$ cat src/rtl/game_state_controller.sv
// Game-flow controller for Frogger: sequences idle, play, pause, death freeze
// and game over, and keeps lives, level and the per-life countdown timer.
module game_state_controller #(
    parameter int unsigned CLK_HZ     = 25_000_000,
    parameter int unsigned NB_LIVES   = 3,
    parameter int unsigned LEVEL_TIME = 30,
    parameter int unsigned DEATH_HOLD = 12_500_000,
    parameter int unsigned MAX_LEVEL  = 15,
    parameter int unsigned LEVEL_W    = 4
) (
    input  logic                                i_Clk,
    input  logic                                i_Rst_L,
    input  logic                                i_Start,
    input  logic                                i_Pause,
    input  logic                                i_Has_Collided,
    input  logic                                i_Level_Up,
    output logic [2:0]                          o_State,
    output logic                                o_Game_Active,
    output logic                                o_Frog_Reset,
    output logic                                o_Death,
    output logic [$clog2(NB_LIVES+1)-1:0]       o_Lives,
    output logic [LEVEL_W-1:0]                  o_Level,
    output logic [$clog2(LEVEL_TIME+1)-1:0]     o_Time_Left
);

    localparam int unsigned LIVES_W = $clog2(NB_LIVES + 1);
    localparam int unsigned TIME_W  = $clog2(LEVEL_TIME + 1);
    localparam int unsigned PRESC_W = (CLK_HZ > 1) ? $clog2(CLK_HZ) : 1;
    localparam int unsigned HOLD_W  = (DEATH_HOLD > 1) ? $clog2(DEATH_HOLD) : 1;

    localparam logic [PRESC_W-1:0] PRESC_LAST = PRESC_W'(CLK_HZ - 1);
    localparam logic [HOLD_W-1:0]  HOLD_LAST  = HOLD_W'(DEATH_HOLD - 1);
    localparam logic [LIVES_W-1:0] LIVES_INIT = LIVES_W'(NB_LIVES);
    localparam logic [TIME_W-1:0]  TIME_INIT  = TIME_W'(LEVEL_TIME);
    localparam logic [LEVEL_W-1:0] LEVEL_MAX  = LEVEL_W'(MAX_LEVEL);

    typedef enum logic [2:0] {
        ST_IDLE      = 3'd0,
        ST_RUNNING   = 3'd1,
        ST_PAUSED    = 3'd2,
        ST_DYING     = 3'd3,
        ST_GAME_OVER = 3'd4
    } state_e;

    state_e               state_q, state_d;
    logic [LIVES_W-1:0]   lives_q, lives_d;
    logic [LEVEL_W-1:0]   level_q, level_d;
    logic [TIME_W-1:0]    time_q, time_d;
    logic [PRESC_W-1:0]   presc_q, presc_d;
    logic [HOLD_W-1:0]    hold_q, hold_d;
    logic                 frog_reset_q, frog_reset_d;
    logic                 death_q, death_d;
    logic                 game_active_q;

    logic                 start_q, start_prev_q;
    logic                 pause_q, pause_prev_q;
    logic                 start_edge;
    logic                 pause_edge;

    // Switch level registers; only rising edges are acted upon.
    always_ff @(posedge i_Clk) begin
        if (!i_Rst_L) begin
            start_q      <= 1'b0;
            start_prev_q <= 1'b0;
            pause_q      <= 1'b0;
            pause_prev_q <= 1'b0;
        end else begin
            start_q      <= i_Start;
            start_prev_q <= start_q;
            pause_q      <= i_Pause;
            pause_prev_q <= pause_q;
        end
    end

    assign start_edge = start_q & ~start_prev_q;
    assign pause_edge = pause_q & ~pause_prev_q;

    // Next-state, counter and pulse logic.
    always_comb begin
        state_d      = state_q;
        lives_d      = lives_q;
        level_d      = level_q;
        time_d       = time_q;
        presc_d      = presc_q;
        hold_d       = hold_q;
        frog_reset_d = 1'b0;
        death_d      = 1'b0;

        case (state_q)
            ST_IDLE, ST_GAME_OVER: begin
                if (start_edge) begin
                    state_d      = ST_RUNNING;
                    lives_d      = LIVES_INIT;
                    level_d      = '0;
                    time_d       = TIME_INIT;
                    presc_d      = '0;
                    hold_d       = '0;
                    frog_reset_d = 1'b1;
                end
            end

            ST_RUNNING: begin
                if (i_Has_Collided || (time_q == '0)) begin
                    // Death wins over every other event in the same cycle.
                    state_d = ST_DYING;
                    death_d = 1'b1;
                    hold_d  = '0;
                    if (lives_q != '0) begin
                        lives_d = lives_q - LIVES_W'(1);
                    end
                end else if (i_Level_Up) begin
                    if (level_q < LEVEL_MAX) begin
                        level_d = level_q + LEVEL_W'(1);
                    end
                    time_d       = TIME_INIT;
                    presc_d      = '0;
                    frog_reset_d = 1'b1;
                end else begin
                    if (presc_q == PRESC_LAST) begin
                        presc_d = '0;
                        if (time_q != '0) begin
                            time_d = time_q - TIME_W'(1);
                        end
                    end else begin
                        presc_d = presc_q + PRESC_W'(1);
                    end
                    if (pause_edge) begin
                        state_d = ST_PAUSED;
                    end
                end
            end

            ST_PAUSED: begin
                if (pause_edge) begin
                    state_d = ST_RUNNING;
                end
            end

            ST_DYING: begin
                if (hold_q == HOLD_LAST) begin
                    hold_d = '0;
                    if (lives_q != '0) begin
                        state_d      = ST_RUNNING;
                        time_d       = TIME_INIT;
                        presc_d      = '0;
                        frog_reset_d = 1'b1;
                    end else begin
                        state_d = ST_GAME_OVER;
                    end
                end else begin
                    hold_d = hold_q + HOLD_W'(1);
                end
            end

            default: begin
                state_d = ST_IDLE;
            end
        endcase
    end

    // State, counters and registered outputs.
    always_ff @(posedge i_Clk) begin
        if (!i_Rst_L) begin
            state_q       <= ST_IDLE;
            lives_q       <= LIVES_INIT;
            level_q       <= '0;
            time_q        <= TIME_INIT;
            presc_q       <= '0;
            hold_q        <= '0;
            frog_reset_q  <= 1'b0;
            death_q       <= 1'b0;
            game_active_q <= 1'b0;
        end else begin
            state_q       <= state_d;
            lives_q       <= lives_d;
            level_q       <= level_d;
            time_q        <= time_d;
            presc_q       <= presc_d;
            hold_q        <= hold_d;
            frog_reset_q  <= frog_reset_d;
            death_q       <= death_d;
            game_active_q <= (state_d == ST_RUNNING);
        end
    end

    assign o_State       = state_q;
    assign o_Game_Active = game_active_q;
    assign o_Frog_Reset  = frog_reset_q;
    assign o_Death       = death_q;
    assign o_Lives       = lives_q;
    assign o_Level       = level_q;
    assign o_Time_Left   = time_q;

endmodule

$ cat config.mk
export PLATFORM = sky130hd
export DESIGN_NAME = game_state_controller
export DESIGN_NICKNAME = d
export VERILOG_FILES = /design/src/rtl/game_state_controller.sv
export SDC_FILE = /design/constraint.sdc
export NUM_CORES = 1
export LEC_CHECK = 0
export CORE_UTILIZATION = 50
export DETAILED_ROUTE_END_ITERATION = 8
export MAX_ROUTING_LAYER = met4
export PLACE_DENSITY = 0.76
export SLEW_MARGIN = 5
export SYNTH_ARGS = -nofsm -noshare
export SYNTH_HDL_FRONTEND = slang
export SYNTH_SLANG_ARGS = --single-unit
$ cat constraint.sdc
create_clock -name i_Clk -period 3 [get_ports i_Clk]
set_input_delay 0.6 -clock i_Clk [delete_from_list [all_inputs] [get_ports i_Clk]]
set_output_delay 0.6 -clock i_Clk [all_outputs]
set_load 0.01 [all_outputs]
## Word level (Yosys, flattened, before mapping)

Index checks and enable logic that the tools add are counted.
Widths: inputs -> output; s select.

| storage, ports and cells | value |
|---|---|
| flip-flop bits (word level) | 70 |
| input bits | 6 |
| output and inout port bits | 17 |
| word-level logic and storage cells | 97 |

| operators by class | value |
|---|---|
| add/sub/neg operators | 5 |
| magnitude comparators | 1 |
| equal/unequal tests | 17 |
| muxes and demuxes | 43 |
| bitwise operators | 4 |
| reductions and logical operators | 14 |

Operators by type and width:

| operator | count |
|---|---|
| $mux 25 | 6 |
| $pmux 25 s3 | 1 |
| $mux 24 | 3 |
| $pmux 24 s3 | 1 |
| $mux 5 | 7 |
| $add 25x1->25 const B | 1 |
| $eq 25x25->1 const B | 1 |
| $add 24x1->24 const B | 1 |
| $eq 24x24->1 const B | 1 |
| $mux 3 | 7 |
| $mux 4 | 4 |
| $ne 2x2->1 const B | 8 |
| $pmux 5 s3 | 1 |
| $pmux 3 s4 | 1 |
| $reduce_and 5->1 | 2 |
| $pmux 4 s2 | 1 |
| $reduce_and 7->1 | 1 |
| $eq 3x1->1 const B | 2 |
| $eq 3x2->1 const B | 2 |
| $mux 1 | 6 |
| $mux 2 | 3 |
| $ne 3x3->1 const B | 2 |
| $logic_not 5->1 | 1 |
| $reduce_bool 5->1 | 1 |
| other kinds (17) | 20 |

## Logic depth before layout (Yosys ltp)

| logic depth | value |
|---|---|
| depth in word-level cells | 7 |
| mapped depth | 9 |
| mapped depth without buffers | 8 |

## Worst setup path before layout

OpenSTA, ideal clock, no wires.

| path | value |
|---|---|
| path kind | register to register |
| start | reg time_q[0], in the netlist o_Time_Left[0] |
| end | reg hold_q[21] |
| setup time | 0.070 ns |
| arrival | 2.079 ns |
| data required time | 2.930 ns |
| setup slack | 0.851 ns |
| stages on the path, launching flop included | 10 |
| path buffers | 1 |
| period minus slack after synthesis | 2.149 ns |
| path through | dfxtp_1 -> inv_1 -> ha_1 -> nor4b_2 -> o32ai_1 -> buf_4 -> nor4_4 -> nand3_2 -> or3_1 -> a21oi_1 |

| on the way | value |
|---|---|
| longest elaborated chain between the ends | 4 |

Ends and longest elaborated chain:

| item | line | text |
|---|---|---|
| start, declared | 48 | `logic [TIME_W-1:0] time_q, time_d;` |
| start signal, assigned | 177 | `time_q <= time_d;` |
| $logic_not 5->1 | 103 | `if (i_Has_Collided \|\| (time_q == '0)) begin` |
| $logic_or 1x1->1 | 103 |  |
| $ne 2x2->1 (no source line) | -- |  |
| $reduce_and 3->1 (no source line) | -- |  |
| end signal, assigned | 179 | `hold_q <= hold_d;` |
| end, declared | 50 | `logic [HOLD_W-1:0] hold_q, hold_d;` |

No other way between the ends.
A chain may end at the register's enable or synchronous reset.

## Final worst setup path

| path | value |
|---|---|
| start | reg hold_q[5] |
| end | reg presc_q[5] |

| on the way | value |
|---|---|
| longest elaborated chain between the ends | 3 |

Ends and longest elaborated chain:

| item | line | text |
|---|---|---|
| $eq 24x24->1 | 140 | `if (hold_q == HOLD_LAST) begin` |
| $ne 2x2->1 (no source line) | -- |  |
| $reduce_and 5->1 (no source line) | -- |  |
| end signal, assigned | 178 | `presc_q <= presc_d;` |
| end, declared | 49 | `logic [PRESC_W-1:0] presc_q, presc_d;` |

No other way between the ends.

==> results.md <==
- The CTS tree is built.
- Measured on the finished design, the core utilization comes to 0.602.
- The top cell types in the final layout, fill and taps aside, are sky130_fd_sc_hd__dfxtp_1, sky130_fd_sc_hd__nor2_1, sky130_fd_sc_hd__xnor2_1, sky130_fd_sc_hd__nand2_1, sky130_fd_sc_hd__clkdlybuf4s50_1.
- The worst setup slack for register-to-register paths is 0.50 ns.
- In the routed layout, each cell is associated on average with a via count of 5.46.
- Counting every net in the synthesized netlist gives 408.
- Post-CTS repair changed the size of 0 cells.
- In this run the standard cell core region covers 6870 sq um.
- The weighted congestion reported at the end of routability-driven placement is 0.841.
- The met1 usage is 0.271.
- The remaining max-slew budget at the tightest pin is 0.640.
- CTS built an H-tree with a depth of 3.
- Along the worst hold path, the cell count comes to 1.
- The most congested layer reported by global routing is met2.
- The per-cell routed wire length is 13.2 um.
- In the routed design, unresolved DRC markers number 0.
- The number of vias in the routed layout is 2843.
- The met2 routing resource usage after global routing is 0.313.
- The category of the critical setup timing path is flop to flop.
- The leading cell type in the layout, fill and taps excluded is sky130_fd_sc_hd__dfxtp_1.
- For this configuration, the core starts out at a cell density of 0.521.
- The clock skew is 0.0110 ns.
- The antenna diode count is 0.
- After layout, the minimum clock period comes to 2.50 ns.
- In this run the power density over the cells is 520 nW/um^2.
- The number of optimization iterations in the first detailed-route pass is 4.
- The average size of a mapped cell is 9.04 sq um.
- For this run, the register share of the synthesized area comes to 0.391.
- The count of endpoints failing setup in the final report is 0.
- The setup total negative slack is 0 ns.
- The post-CTS setup buffer count is 0.
- The final number of max-transition violations is 0.
- The analysis attributes to cell leakage a power of 1.35 nW.
- The overall overflow remaining after global route is 0.
- The flow ran to the end, and the final reports show no timing, DRC or antenna violations.
- The post-route fraction of the period consumed by the critical path is 0.834.
- For this run, asynchronously set or reset flops after synthesis account for 0.
- The worst-margin pin slew is 0.539 ns.
- The die covers 7500 sq um.
- The peak clock frequency supported by timing is 400 MHz.
- The area growth from synthesis to layout is 15.4%.
- In this run the cell area measured after placement is 3890 sq um.
- The ratio of cells with drive above 1 in the final layout is 0.127.
- The wire-length estimate of the detail-placed layout is 4850 um.
- The floorplan has 30 rows.
- The number of ports placed on the die boundary is 23.
- In this run the critical register-to-register path is launched from hold_q[5].
- The max-capacitance violation count is 0.
- VDD sags by at most 0.000263 V.
- The cell sitting at the root of the clock tree is a sky130_fd_sc_hd__clkbuf_8.
- The clock passes through at most 2 buffers.
- In this run the most critical hold path is launched from pause_q.
- The number of flops mapped to enable cells by yosys is 0.
- The final design area excluding fillers is 4130 sq um.
- Yosys mapped the design onto 52 distinct sky130hd cell types.
- Counting cells, the worst reg-to-reg path comes to 7.
- In this run the horizontal extent of the chip is 86.6 um.
- In this run the critical register-to-register path is captured at presc_q[5].
- For this design, the CTS-stage hold fixing added 0 buffers.
- The number of clock buffers inserted by TritonCTS is 9.
- For this run, global-route usage on met3 was measured as 0.0514.
- The arrival time of data at the critical path endpoint is 2.74 ns.
- The initial antenna violation count is 0.
- The height of the die is 86.6 um.
- Entering global routing, the biggest net connects 27 pins.
- For this run, the total global-route usage over all layers was measured as 0.206.
- The final-report hold violation count came to 0.
- The count of clock tree sinks is 70.
- In this run, synthesis produced a sequential element count of 70.
- The kind of path behind the tightest hold check is flop to flop.
- The dominant synthesized flop cell is sky130_fd_sc_hd__dfxtp_1.
- In this run, the number of DRC markers left after iteration 0 of detailed routing was 193.
- The first global-routing pass estimated 11800 um of wire.
- STA puts the critical path data required time at 3.24 ns.
- The clock reaches the later pin of the worst-skew pair after 0.35 ns.
- STA classifies the critical path endpoint as a flop.
- The clock transition time at the flip-flop clock pins of the worst setup and hold paths is 0.08 ns.
- The Yosys step of the flow raised 0 warnings.
- The number of instances in the synthesized netlist is 396.
- On the final layout, the worst hold slack is 0.478 ns.
- The startpoint class of the critical path is a flop.
- Along the worst path, the maximum fanout reaches 20.
- The via count of the first global-routing pass was 2506.
- The final layout contains 432 nets.
- The residual antenna-violating net count after detailed routing is 0.
- For hold timing, the worst endpoint is pause_prev_q.
- The total length of routed wires is 6860 um.
- Setup repair after global routing left no endpoint under its margin.
- The count of buffers added on input and output ports is 22.
- The post-synth design cell area is 3580 sq um.
==> layer usage <==
metal / share of wire / up-vias
li1: - / 1449
met1: 0.49 / 1343
met2: 0.47 / 41
met3: 0.030 / 10
met4: 0.013 / 0
met5: 0 / -
==> worst max-delay path: stages (launching register included) <==
cell and delay [ns]:
sky130_fd_sc_hd__dfxtp_1 0.35, sky130_fd_sc_hd__or4b_4 0.56, sky130_fd_sc_hd__nor4_4 0.36, sky130_fd_sc_hd__a21oi_4 0.21
sky130_fd_sc_hd__a211o_1 0.32, sky130_fd_sc_hd__nand2_2 0.30, sky130_fd_sc_hd__buf_4 0.23, sky130_fd_sc_hd__nor2_1 0.05
==> synthesized netlist by cell type, types with 3 or more instances <==
| library cell | number | area (sq um) |
|---|---|---|
| sky130_fd_sc_hd__nand4_1 | 14 | 87.6 |
| sky130_fd_sc_hd__inv_1 | 9 | 33.8 |
| sky130_fd_sc_hd__nor4_2 | 11 | 138 |
| sky130_fd_sc_hd__nand3_1 | 20 | 100 |
| sky130_fd_sc_hd__xnor2_1 | 31 | 272 |
| sky130_fd_sc_hd__nand2b_1 | 5 | 31.3 |
| sky130_fd_sc_hd__and2_1 | 5 | 31.3 |
| sky130_fd_sc_hd__xor2_1 | 15 | 131 |
| sky130_fd_sc_hd__nor4_4 | 5 | 106 |
| sky130_fd_sc_hd__dfxtp_1 | 70 | 1400 |
| sky130_fd_sc_hd__nor2b_1 | 6 | 37.5 |
| sky130_fd_sc_hd__nor2_1 | 61 | 229 |
| sky130_fd_sc_hd__o21ai_0 | 10 | 50.1 |
| sky130_fd_sc_hd__nor3_1 | 15 | 75.1 |
| sky130_fd_sc_hd__or4_1 | 3 | 22.5 |
| sky130_fd_sc_hd__buf_4 | 4 | 30.0 |
| sky130_fd_sc_hd__and4_1 | 7 | 61.3 |
| sky130_fd_sc_hd__and3_1 | 6 | 37.5 |
| sky130_fd_sc_hd__nand2_1 | 26 | 97.6 |
| sky130_fd_sc_hd__or3_1 | 3 | 18.8 |
| sky130_fd_sc_hd__ha_1 | 6 | 75.1 |
| sky130_fd_sc_hd__a21oi_1 | 13 | 65.1 |
| sky130_fd_sc_hd__buf_2 | 8 | 40.0 |
| sky130_fd_sc_hd__a31oi_1 | 3 | 18.8 |
==> state kept, by name (all words and copies together) (netlist names) <==
name,count
pause_q,1
o_Game_Active,1
presc_q,25
start_q,1
o_Frog_Reset,1
o_Level,4
hold_q,24
o_Death,1
pause_prev_q,1
start_prev_q,1
o_Lives,2
o_State,3
o_Time_Left,5
==> cell families (layout without fill, tap and decap cells) <==
| group | count (synthesis) | count (layout) | synth area share |
|---|---|---|---|
| AND/OR/NAND/NOR | 205 | 205 | 0.357 |
| flip-flops | 70 | 70 | 0.391 |
| XOR/XNOR | 46 | 46 | 0.113 |
| AO/OA/AOI/OAI | 42 | 42 | 0.0752 |
| buffers and inverters | 25 | 54 | 0.0374 |
| adder cells (fa/ha/maj) | 6 | 6 | 0.0210 |
| multiplexers | 2 | 2 | 0.00559 |
==> stage by stage <==
step / cells / setup WS [ns] / total power [mW]
global placement: 505 / 0.530 / 1.24
finish: 521 / 0.497 / 2.15
global route: 521 / 0.345 / 2.24
floorplan: 396 / 0.851 / 1.18
detailed placement: 505 / 0.496 / 1.24
CTS: 521 / 0.482 / 2.17
==> worst max path at each step <==
stage / slack [ns] / from / endpoint
2_1_floorplan: 0.85 / o_Time_Left[0] / hold_q[21]
3_3_place_gp: 0.53 / i_Has_Collided / hold_q[18]
3_5_place_dp: 0.50 / i_Has_Collided / hold_q[18]
4_1_cts: 0.48 / hold_q[5] / presc_q[23]
5_1_grt: 0.35 / hold_q[5] / presc_q[16]
6_report: 0.50 / hold_q[5] / presc_q[5]
==> where the power goes <==
group          switching, mW  total [mW]  internal (mW)  leakage (nW)
Clock                  0.373       0.929          0.557         0.124
Sequential            0.0232       0.972          0.949         0.566
Combinational          0.156       0.248         0.0928         0.660
==> final cells by class <==
cell class              instances  area, sq um
fillers                       603         2740
multi-input cells             301         2060
flip-flops and latches         70         1400
repair buffers                 29          273
clock buffers                   9          124
clock inverters                 7          121
well taps                      96          120
inverters                       9         33.8
Power figures use the tool's default switching activity.
